--- src/rtl/mb_tx_flit_arbiter_pkg.sv ---
// Shared mainband definitions: flit geometry, flit type and arbiter FSM states.
// Latency: n/a (types and constants only).
// Backpressure: n/a.
package mb_pkg;

  localparam int FLIT_BYTES     = 64;
  localparam int MB_LANES       = 16;
  localparam int FRAGS_PER_FLIT = 4;

  // One full mainband flit, byte 0 first.
  typedef logic [FLIT_BYTES-1:0][7:0] flit_t;

  typedef enum logic {
    IDLE = 1'b0,
    SEND = 1'b1
  } arb_state_e;

endpackage : mb_pkg

--- src/rtl/mb_tx_flit_arbiter_if.sv ---
// Bundle of requester-side and serializer-side signals of the TX flit arbiter.
// Latency: n/a (wires only).
// Backpressure: carries req_ready_o pulses toward requesters and flit_ready_i from the serializer.
//
// Modports:
//   master - the arbiter: consumes requests, flit_ready_i and credit returns;
//            drives capture pulses, the presented flit and the credit count.
//   slave  - the environment (requesters + serializer + credit source).
interface mb_tx_flit_arbiter_if #(
  parameter int NUM_REQ      = 2,
  parameter int RX_BUF_DEPTH = 2
);
  import mb_pkg::*;

  localparam int ID_W = $clog2(NUM_REQ);
  localparam int CR_W = $clog2(RX_BUF_DEPTH) + 1;

  logic [NUM_REQ-1:0]            req_valid_i;
  logic [NUM_REQ-1:0][63:0][7:0] req_flit_i;
  logic [NUM_REQ-1:0]            req_ready_o;
  logic                          flit_valid_o;
  flit_t                         flit_data_o;
  logic [ID_W-1:0]               flit_grant_id_o;
  logic                          flit_ready_i;
  logic                          credit_return_i;
  logic [CR_W-1:0]               credits_o;

  modport master (
    input  req_valid_i, req_flit_i, flit_ready_i, credit_return_i,
    output req_ready_o, flit_valid_o, flit_data_o, flit_grant_id_o, credits_o
  );

  modport slave (
    output req_valid_i, req_flit_i, flit_ready_i, credit_return_i,
    input  req_ready_o, flit_valid_o, flit_data_o, flit_grant_id_o, credits_o
  );

endinterface : mb_tx_flit_arbiter_if

--- src/rtl/mb_tx_flit_arbiter_rr_picker.sv ---
// Round-robin picker: first asserted request at or above ptr, wrapping, as one-hot and index.
// Latency: combinational.
// Backpressure: none; the caller decides whether the pick is used.
//
// Ports:
//   req       - request vector
//   ptr       - highest-priority index this cycle (must be < NUM_REQ)
//   grant_oh  - one-hot winner (zero when no request)
//   grant_idx - binary winner index (zero when no request)
//   grant_vld - at least one request present
module mb_rr_picker #(
  parameter int NUM_REQ = 2,
  parameter int ID_W    = $clog2(NUM_REQ)
) (
  input  logic [NUM_REQ-1:0] req,
  input  logic [ID_W-1:0]    ptr,
  output logic [NUM_REQ-1:0] grant_oh,
  output logic [ID_W-1:0]    grant_idx,
  output logic               grant_vld
);

  logic [ID_W-1:0] cand;

  always_comb begin
    grant_oh  = '0;
    grant_idx = '0;
    grant_vld = 1'b0;
    cand      = '0;
    // Scan NUM_REQ positions starting at ptr; the first hit wins.
    for (int i = 0; i < NUM_REQ; i++) begin
      cand = ID_W'((int'(ptr) + i) % NUM_REQ);
      if (!grant_vld && req[cand]) begin
        grant_vld      = 1'b1;
        grant_idx      = cand;
        grant_oh[cand] = 1'b1;
      end
    end
  end

endmodule : mb_rr_picker

--- src/rtl/mb_tx_flit_arbiter.sv ---
// Mainband TX flit arbiter: shares the serializer between NUM_REQ requesters, one 64-byte flit at a time.
// Latency: req_ready_o pulses in the capture cycle, flit_valid_o rises the next cycle; one idle cycle after each accept.
// Backpressure: flit held stable until flit_ready_i; no capture while remote credits are zero.
//
// Ports:
//   clk, reset_n - block clock, asynchronous active-low reset
//   bus (master) - req_valid_i/req_flit_i/req_ready_o per requester,
//                  flit_valid_o/flit_data_o/flit_grant_id_o/flit_ready_i toward the serializer,
//                  credit_return_i/credits_o for remote RX buffer accounting.
// Build option: MB_ARB_STRICT_PRIO_EN gives requester 0 absolute priority; the rest share round robin.
module mb_tx_flit_arbiter #(
  parameter int NUM_REQ      = 2,
  parameter int RX_BUF_DEPTH = 2
) (
  input  logic                 clk,
  input  logic                 reset_n,
  mb_tx_flit_arbiter_if.master bus
);
  import mb_pkg::*;

  localparam int ID_W = $clog2(NUM_REQ);
  localparam int CR_W = $clog2(RX_BUF_DEPTH) + 1;
  localparam logic [CR_W-1:0] CR_MAX = CR_W'(RX_BUF_DEPTH);

  arb_state_e         state_q, state_d;
  flit_t              flit_q;
  logic [ID_W-1:0]    id_q;
  logic [CR_W-1:0]    credits_q;
  logic [ID_W-1:0]    rr_ptr_q;

  logic [NUM_REQ-1:0] req_rr;
  logic [NUM_REQ-1:0] pick_oh;
  logic [ID_W-1:0]    pick_idx;
  logic               pick_vld;
  logic [ID_W-1:0]    win_idx;
  logic               win_vld;
  logic               cap;
  logic               accept;

  // Pointer after a grant to id: id+1 modulo NUM_REQ. With strict priority
  // index 0 never takes part in the rotation, so a wrap lands on 1.
  function automatic logic [ID_W-1:0] ptr_after(input logic [ID_W-1:0] id);
    logic [ID_W-1:0] n;
    n = (int'(id) == NUM_REQ - 1) ? '0 : id + 1'b1;
`ifdef MB_ARB_STRICT_PRIO_EN
    if (n == '0) n = ID_W'(1);
`endif
    return n;
  endfunction

  // ---------------------------------------------------------------- winner
`ifdef MB_ARB_STRICT_PRIO_EN
  localparam logic [NUM_REQ-1:0] RR_MASK = ~NUM_REQ'(1);
  assign req_rr  = bus.req_valid_i & RR_MASK;
  assign win_vld = bus.req_valid_i[0] | pick_vld;
  assign win_idx = bus.req_valid_i[0] ? '0 : pick_idx;
`else
  assign req_rr  = bus.req_valid_i;
  assign win_vld = pick_vld;
  assign win_idx = pick_idx;
`endif

  mb_rr_picker #(
    .NUM_REQ (NUM_REQ),
    .ID_W    (ID_W)
  ) u_picker (
    .req       (req_rr),
    .ptr       (rr_ptr_q),
    .grant_oh  (pick_oh),
    .grant_idx (pick_idx),
    .grant_vld (pick_vld)
  );

  // Only the index is needed; the one-hot form is rebuilt from win_idx so
  // that the strict-priority override is covered as well.
  logic unused_pick_oh;
  assign unused_pick_oh = ^pick_oh;

  assign cap    = (state_q == IDLE) && (credits_q != '0) && win_vld;
  assign accept = (state_q == SEND) && bus.flit_ready_i;

  // ---------------------------------------------------------------- FSM
  always_ff @(posedge clk or negedge reset_n) begin
    if (!reset_n) state_q <= IDLE;
    else          state_q <= state_d;
  end

  always_comb begin
    state_d = state_q;
    unique case (state_q)
      IDLE: if (cap)    state_d = SEND;
      SEND: if (accept) state_d = IDLE;
      default:          state_d = IDLE;
    endcase
  end

  // ---------------------------------------------------------------- flit register
  always_ff @(posedge clk or negedge reset_n) begin
    if (!reset_n) begin
      flit_q <= '0;
      id_q   <= '0;
    end else if (cap) begin
      flit_q <= bus.req_flit_i[win_idx];
      id_q   <= win_idx;
    end
  end

  // ---------------------------------------------------------------- round-robin pointer
  always_ff @(posedge clk or negedge reset_n) begin
    if (!reset_n) begin
      rr_ptr_q <= '0;
    end else if (accept) begin
`ifdef MB_ARB_STRICT_PRIO_EN
      // Priority grants to requester 0 leave the rotation untouched.
      if (id_q != '0) rr_ptr_q <= ptr_after(id_q);
`else
      rr_ptr_q <= ptr_after(id_q);
`endif
    end
  end

  // ---------------------------------------------------------------- credits
  // A return coinciding with an accept cancels out; a lone return at the
  // maximum is dropped so the count never exceeds the remote buffer depth.
  always_ff @(posedge clk or negedge reset_n) begin
    if (!reset_n) begin
      credits_q <= CR_MAX;
    end else begin
      unique case ({accept, bus.credit_return_i})
        2'b10:   credits_q <= credits_q - 1'b1;
        2'b01:   if (credits_q != CR_MAX) credits_q <= credits_q + 1'b1;
        default: credits_q <= credits_q;
      endcase
    end
  end

  // ---------------------------------------------------------------- outputs
  // The capture pulse is combinational from the registered state; gating it
  // with reset_n keeps it at zero while reset is held, like the other outputs.
  assign bus.req_ready_o     = (cap && reset_n) ? (NUM_REQ'(1) << win_idx) : '0;
  assign bus.flit_valid_o    = (state_q == SEND);
  assign bus.flit_data_o     = flit_q;
  assign bus.flit_grant_id_o = id_q;
  assign bus.credits_o       = credits_q;

endmodule : mb_tx_flit_arbiter
--- src/flat_wrapper.sv ---
// flat-port wrapper written by rule: the top's interface ports become plain ports
module mb_tx_flit_arbiter_flat import mb_pkg::*;
#(
  parameter int NUM_REQ      = 2,
  parameter int RX_BUF_DEPTH = 2
)
  (clk, reset_n, bus_req_valid_i, bus_req_flit_i, bus_flit_ready_i, bus_credit_return_i, bus_req_ready_o, bus_flit_valid_o, bus_flit_data_o, bus_flit_grant_id_o, bus_credits_o);
  mb_tx_flit_arbiter_if #(.NUM_REQ(NUM_REQ), .RX_BUF_DEPTH(RX_BUF_DEPTH)) bus_i ();
  input  logic clk;
  input  logic reset_n;
  input wire logic [$bits(bus_i.req_valid_i)-1:0] bus_req_valid_i;
  input wire logic [$bits(bus_i.req_flit_i)-1:0] bus_req_flit_i;
  input wire logic [$bits(bus_i.flit_ready_i)-1:0] bus_flit_ready_i;
  input wire logic [$bits(bus_i.credit_return_i)-1:0] bus_credit_return_i;
  output wire logic [$bits(bus_i.req_ready_o)-1:0] bus_req_ready_o;
  output wire logic [$bits(bus_i.flit_valid_o)-1:0] bus_flit_valid_o;
  output wire logic [$bits(bus_i.flit_data_o)-1:0] bus_flit_data_o;
  output wire logic [$bits(bus_i.flit_grant_id_o)-1:0] bus_flit_grant_id_o;
  output wire logic [$bits(bus_i.credits_o)-1:0] bus_credits_o;
  assign bus_i.req_valid_i = bus_req_valid_i;
  assign bus_i.req_flit_i = bus_req_flit_i;
  assign bus_i.flit_ready_i = bus_flit_ready_i;
  assign bus_i.credit_return_i = bus_credit_return_i;
  assign bus_req_ready_o = bus_i.req_ready_o;
  assign bus_flit_valid_o = bus_i.flit_valid_o;
  assign bus_flit_data_o = bus_i.flit_data_o;
  assign bus_flit_grant_id_o = bus_i.flit_grant_id_o;
  assign bus_credits_o = bus_i.credits_o;
  mb_tx_flit_arbiter #(.NUM_REQ(NUM_REQ), .RX_BUF_DEPTH(RX_BUF_DEPTH)) u_core (.clk(clk), .reset_n(reset_n), .bus(bus_i));
endmodule
--- config.mk ---
export PLATFORM = sky130hd
export DESIGN_NAME = mb_tx_flit_arbiter_flat
export DESIGN_NICKNAME = d
export VERILOG_FILES = /design/src/rtl/mb_tx_flit_arbiter_pkg.sv /design/src/rtl/mb_tx_flit_arbiter_if.sv /design/src/rtl/mb_tx_flit_arbiter_rr_picker.sv /design/src/rtl/mb_tx_flit_arbiter.sv /design/src/flat_wrapper.sv
export SDC_FILE = /design/constraint.sdc
export NUM_CORES = 1
export LEC_CHECK = 0
export ABC_AREA = 1
export ABC_CLOCK_PERIOD_IN_PS = 3400
export CAP_MARGIN = 25
export CORE_AREA = 2 2 611 613
export DETAILED_ROUTE_END_ITERATION = 16
export DIE_AREA = 0 0 613 615
export PLACE_DENSITY = 0.3
export SYNTH_ARGS = -nofsm -noshare
export SYNTH_HDL_FRONTEND = slang
export SYNTH_SLANG_ARGS = --single-unit
--- constraint.sdc ---
create_clock -name clk -period 3.4 [get_ports clk]
set_input_delay 0.34 -clock clk [delete_from_list [all_inputs] [get_ports clk]]
set_output_delay 0.34 -clock clk [all_outputs]
set_load 0.01 [all_outputs]
==> run summary <==
Clk buf depth - 4
IO buf count - 1547
Asr flop ratio synth - 100%
Total clock sinks - 517
First-pass GRT wire length - 372 mm
Synth Warn # - 0
Top cells by area, synth - dfrtp_1 (48%), nand2_1 (36%), nand3_1 (9.6%)
Crit. Startpoint - u_core.bus.credits_o[1]
Multi-input logic area - 12300 um^2
P_leak - 23.2 nW
ANT nets after route - 0
Row cnt - 224
Final Skew - 0.0344 ns
Core footprint - 371000 um^2
EDFF count, synth - 0
Status - completed
Critical Path RT - 3.06 ns
Post-CTS setup buffer count - 0
Final setup violation count - 0
Achievable Freq - 0.330 GHz
Die width - 613 um
PD cells - 796 nW/um^2
Tmin final - 3.03 ns
Worst setup path class - flip-flop to output port
Critical Path Source Type - flip-flop
Synthesized area - 26800 um^2
Peak supply drop - 0.863 mV
Final Core Density - 13.7%
Synth unique cells - 14
Count of final hold-check violations - 0
Routability cong. - 0.881
Avg Inst Size Synth - 6.86 um^2
Drt drc - 0
Worst reg-to-reg setup slack - 0.96 ns
Worst slew margin - 20.1%
H-tree depth - 3
FF-to-FF path depth - 9
Worst setup margin - 0.369 ns
CTS tree - done
Number of fill cells - 42800
CTS buffer count - 86
Clk_lat worst skew - 0.81 ns
Placement-stage worst setup slack - 0.450 ns
Worst hold path depth - 5
Initial antenna violation count - 285
Seq/Total Area, Yosys - 48.3%
Post-DR wirelength/cell - 28.4 um
RSZ-0062 raised after global routing - false
Worst min path class - input port to flip-flop
Synth Net Count - 4939
Cells after Synth - 3909
Reg-to-Reg Start - u_core.rr_ptr_q
Crit end category - output port
Finished Cell Area - 50900 um^2
Io pins - 1548
Placed cell area - 47900 um^2
Post-synth top area cell - dfrtp_1
Worst EP arrival - 2.69 ns
Final period util - 89.2%
Reg2reg end - u_core.bus.flit_data_o[188]
Final Max Tran Viols - 0
Final TNS setup - 0 ns
Effective utilization at floorplan - 7.23%
Actual slew at the worst max-slew pin - 1.20 ns
Clk slew on worst S/H paths - 0.06 ns
Register area - 12900 um^2
Vias in the first global route - 33300
Hold Crit Start - bus_req_flit_i[172]
Die Ht - 615 um
Drt first pass iters - 5
Final WL - 296 mm
Global route overflow - 0
GR Util All Layers - 15.1%
DP Wirelength - 247 mm
DR iter-0 viols - 2100
P&R area growth vs syn - 89.8%
FF+latch count, synth - 517
Top cell type's share of synthesized area - 48.2%
Largest net degree at the start of global routing - 175
Total of max-cap violations - 0
Vias/cell - 3.16
Root Buffer - clkbuf_16
Nets - 6368
Layout cells sized above 1 - 3.96%
Top_reg_cell synth - dfrtp_1
CP max FO - 3
Via count - 32900
DIE AREA - 377000 um^2
Hold path endpoint - u_core.bus.flit_data_o[172]
-- final cells by class --
| type | count | area share (%) |
|---|---|---|
| Multi-Input combinational cell | 3103 | 24.3 |
| Timing Repair Buffer | 1624 | 32.2 |
| Clock inverter | 26 | 0.642 |
| Tap cell | 4972 | 12.2 |
| Clock buffer | 124 | 4.90 |
| Sequential cell | 517 | 25.4 |
| Antenna cell | 49 | 0.241 |
| Inverter | 6 | 0.0443 |
-- power by group --
part / leakage [nW] / internal (mW) / total [mW] / switching (mW)
Clock: 1.38 / 5.48 / 9.32 / 3.84
Sequential: 6.45 / 9.12 / 11.0 / 1.86
Combinational: 15.4 / 8.44 / 20.2 / 11.8
-- kinds of logic after synthesis --
family                 Yosys count  share of synthesized area (%)
buffers and inverters          289                           5.81
AND/OR/NAND/NOR               3100                           45.9
AO/OA/AOI/OAI                    3                         0.0560
flip-flops                     517                           48.3
-- layout by cell type, fill, tap and decap left out --
| cell type | synthesis | routed |
|---|---|---|
| inv_1 | 6 | 6 |
| clkbuf_16 | 0 | 86 |
| clkbuf_1 | 76 | 18 |
| nand2_1 | 2578 | 2576 |
| clkinvlp_4 | 0 | 5 |
| buf_12 | 0 | 26 |
| nand2_4 | 0 | 2 |
| clkdlybuf4s50_1 | 0 | 1545 |
| clkinv_2 | 0 | 9 |
| clkinv_16 | 0 | 1 |
| inv_6 | 0 | 5 |
| diode_2 | 0 | 49 |
| buf_4 | 42 | 48 |
| nor2_1 | 3 | 3 |
| dfrtp_1 | 516 | 516 |
| dfstp_2 | 1 | 1 |
| clkbuf_8 | 0 | 20 |
| buf_8 | 0 | 2 |
| inv_16 | 0 | 1 |
| o21ai_0 | 3 | 3 |
| dlygate4sd3_1 | 0 | 3 |
| nand2_8 | 0 | 1 |
| bufinv_16 | 0 | 5 |
| nor2_4 | 2 | 2 |
| nand3_1 | 516 | 516 |
-- how the worst max path moves through the flow --
stage | to | depth (start not counted) | slack (ns)
6_report | bus_req_ready_o[1] | 7 | 0.37
5_1_grt | bus_req_ready_o[1] | 7 | 0.16
4_1_cts | bus_req_ready_o[1] | 7 | 0.20
3_5_place_dp | u_core.bus.flit_data_o[185] | 9 | 0.45
3_3_place_gp | u_core.bus.flit_data_o[139] | 9 | 0.46
2_1_floorplan | bus_req_ready_o[1] | 7 | 1.77
-- per-layer routing --
| metal | wire [um] | part of all wire (%) | up-vias | GRT usage (%) |
|---|---|---|---|---|
| met1 | 115000 | 39 | 15700 | 17.5 |
| li1 | - | - | 15000 | - |
| met3 | 32000 | 11 | 541 | 6.59 |
| met4 | 6910 | 2.3 | 160 | 2.96 |
| met5 | 1050 | 0.35 | - | 0 |
| met2 | 141000 | 48 | 1485 | 25.7 |
-- cells in the mapped netlist (2+ instances only) --
cell type	count
buf_1	24
buf_2	119
buf_4	42
buf_6	22
clkbuf_1	76
dfrtp_1	516
inv_1	6
nand2_1	2578
nand3_1	516
nor2_1	3
nor2_4	2
o21ai_0	3
-- metrics by stage --
step	hold WS, ns	instances	power, mW
after floorplan	0.0444	3909	19.1
after global placement	0.204	10200	31.8
after detailed placement	0.204	10200	31.8
after CTS	0.0554	10400	41.7
after global routing	0.118	10400	43.2
final	0.163	10400	40.5
-- registers in the layout, indices dropped and copies added (netlist names) --
register	flops
u_core.rr_ptr_q	1
u_core.bus.flit_data_o	512
u_core.bus.flit_valid_o	1
u_core.bus.flit_grant_id_o	1
u_core.bus.credits_o	2
-- timing repair --
action,4_1_cts,5_1_grt
gates resized for setup,0,0
hold buffers,3,0
endpoints found under the hold margin,32,0
endpoints found under the setup margin,0,0
-- worst max-delay path, cell delays in order, from the launching register on --
cell	delay, ns
dfstp_2	0.55
inv_1	0.07
nand2_1	0.13
nand2_1	0.11
nor2_4	0.13
nand2_1	0.06
nor2_1	0.20
clkdlybuf4s50_1	0.67
No activity file was read; power rests on OpenSTA's default activity.
==> patch, RTL diff (config.mk and constraints unchanged) <==
`RX_BUF_DEPTH` is set to 2 in 3 places; all go to 1.
--- a/src/rtl/mb_tx_flit_arbiter_if.sv
+++ b/src/rtl/mb_tx_flit_arbiter_if.sv
@@ -8,7 +8,7 @@
 //   slave  - the environment (requesters + serializer + credit source).
 interface mb_tx_flit_arbiter_if #(
   parameter int NUM_REQ      = 2,
-  parameter int RX_BUF_DEPTH = 2
+  parameter int RX_BUF_DEPTH = 1
 );
   import mb_pkg::*;
 
--- a/src/rtl/mb_tx_flit_arbiter.sv
+++ b/src/rtl/mb_tx_flit_arbiter.sv
@@ -10,7 +10,7 @@
 // Build option: MB_ARB_STRICT_PRIO_EN gives requester 0 absolute priority; the rest share round robin.
 module mb_tx_flit_arbiter #(
   parameter int NUM_REQ      = 2,
-  parameter int RX_BUF_DEPTH = 2
+  parameter int RX_BUF_DEPTH = 1
 ) (
   input  logic                 clk,
   input  logic                 reset_n,
--- a/src/flat_wrapper.sv
+++ b/src/flat_wrapper.sv
@@ -2,7 +2,7 @@
 module mb_tx_flit_arbiter_flat import mb_pkg::*;
 #(
   parameter int NUM_REQ      = 2,
-  parameter int RX_BUF_DEPTH = 2
+  parameter int RX_BUF_DEPTH = 1
 )
   (clk, reset_n, bus_req_valid_i, bus_req_flit_i, bus_flit_ready_i, bus_credit_return_i, bus_req_ready_o, bus_flit_valid_o, bus_flit_data_o, bus_flit_grant_id_o, bus_credits_o);
   mb_tx_flit_arbiter_if #(.NUM_REQ(NUM_REQ), .RX_BUF_DEPTH(RX_BUF_DEPTH)) bus_i ();
Interface: changed (resized bus_credits_o); port bits go from 1548 to 1547. The function was not compared with the original's and may differ.
==> patch against the unedited design <==
  * Sequential cell count shrank 1
  * Combinational power increased by 6%
  * Area after synthesis increased by 8.2%
  * Register-to-register slack improved by 80 ps
  * Setup slack worse by 150 ps
  * Routed wire length grew 2.0%
  * Design area increased by 4.8%
  * Power is 4.5% higher
  * Synthesized cell count grew 13%
  * Global-route usage rose by 0.34 points
  * Critical path depth is the same
==> patch: results (changes against the unedited design) <==
outcome=complete, no violations; all-layer global routing usage=15.5% (+0.34 points); Worst R2R Path Depth=6 (-3); hold path depth=5 (unchanged); Crit Path Max Fanout=28 (+25); Routed Antenna Nets=0 (unchanged); CTS Buf Count=87 (+1.2%); met3 GRT Util=5.48% (-1.1 points); grt met1 use=17.9% (+0.38 points); pin count of the biggest net entering global routing=158 (-9.7%); nets=6855 (+7.6%); Seq/Total Area, Yosys=44.5% (-3.7 points); via/cell ratio=3.22 (+1.9%); GPL Wtd Cong=0.873 (-0.92%); global-route track usage on met2=27.1% (+1.4 points); port bufs=1546 (-0.065%); number of global-route vias before repair=35900 (+7.8%); HPWL after detailed placement=251000 microns (+1.6%); DR WL/cell=27.7 microns (-2.5%); placed inst area=50300 sq um (+5.0%); proportion of layout cells with a drive suffix above 1=3.52% (-0.45 points); DRT iter0 DRCs=2326 (+11%); Net Count, Synth=5436 (+10%); first-pass GRT wire length=385000 microns (+3.4%); slowest stage cell, crit path=dfstp_2; WP data arrival=2840 ps (+150 ps); CP peak stage delay=540 ps (-130 ps); LEAKAGE=26.2 nW (+13%); maximum VDD drop=0.500 mV (-42%); commonest cells in the synthesized netlist=1544 x nand2_1, 1029 x inv_1, 1024 x nand3_1; synth unique cells=17 (+3); largest cells by area after synthesis=dfrtp_1 44%, nand2_1 20%, nand3_1 18%; Slew @ Worst Pin=1490 ps (+296 ps); Yosys top cell area share=44.4% (-3.7 points); antenna violations before repair=235 (-18%); final clock skew=69.3 ps (+34.9 ps)
-- patch: cell types whose count changed after synthesis, moves of 22 or more --
cell / unedited run / this run
buf_6: 22 / 0
nand2_1: 2578 / 1544
inv_1: 6 / 1029
buf_4: 42 / 5
nand3_1: 516 / 1024
clkbuf_1: 76 / 124
-- patch: timing repair --
| action | CTS | global route |
|---|---|---|
| hold buffers | 1 | 0 |
| hold endpoints to repair | 66 | 0 |
| pin swaps | 0 | 1 |
| buffers inserted | 0 | 5 |
| endpoints found under the setup margin | 1 | 1 |
| gates resized for setup | 1 | 0 |
-- patch: power by group --
part,total (mW),internal [mW],switching [mW],leakage [nW]
registers,11.3,9.30,2.00,6.28
logic,21.5,8.97,12.6,18.5
clock network,9.48,5.64,3.84,1.41
total,42.3,23.9,18.4,26.2
-- patch: layer usage --
| metal | vias up | part of all wire, % |
|---|---|---|
| li1 | 16000 | - |
| met3 | 432 | 8.6 |
| met2 | 1411 | 49 |
| met4 | 104 | 2.3 |
| met5 | - | 0.23 |
| met1 | 17200 | 39 |
-- patch: cell families (layout without fill, tap and decap cells) --
family                   Yosys count  after routing  share of synthesized area (%)
adder cells (fa/ha/maj)            1              1                         0.0431
AO/OA/AOI/OAI                      3              3                         0.0518
buffers and inverters           1312           2795                           17.6
other                              0             48                              0
flip-flops                       516            516                           44.5
AND/OR/NAND/NOR                 2573           2573                           37.8
-- patch: final cells by class --
| cell class | count | area (sq um) |
|---|---|---|
| Inverter | 1030 | 3870 |
| Fill cell | 42900 | 317000 |
| Clock inverter | 24 | 320 |
| Multi-Input combinational cell | 2577 | 11000 |
| Sequential cell | 516 | 12900 |
| Timing Repair Buffer | 1612 | 16300 |
| Antenna cell | 48 | 120 |
| Tap cell | 4972 | 6220 |
| Clock buffer | 129 | 2550 |
-- patch: metrics by stage --
step	setup TNS [ps]	hold WS [ps]	cells	setup slack [ps]
finish	0	143	10900	216
global route	0	100	10900	19.1
CTS	0	32.7	10900	10.9
detailed placement	-49.3	464	10700	-49.3
global placement	-488	463	10700	-455
floorplan	0	44.4	4405	1630
-- patch: critical path: cells and delay by family, from the launching register on --
family,cells,cell delay [ps]
simple gates,3,540
buf+inv,4,990
flops,1,540
-- patch: worst paths after layout --
path	startpoint	endpoint	slack, ps
setup / recovery	u_core.bus.credits_o	bus_req_ready_o[0]	220
hold / removal	bus_req_flit_i[52]	u_core.bus.flit_data_o[52]	140
setup reg to reg	u_core.bus.credits_o	u_core.bus.flit_data_o[488]	1040
hold reg to reg	u_core.bus.flit_data_o[102]	u_core.bus.flit_data_o[102]	480
max in group asynchronous	reset_n	u_core.bus.flit_data_o[306]	1870
min in group asynchronous	reset_n	u_core.bus.flit_data_o[60]	180
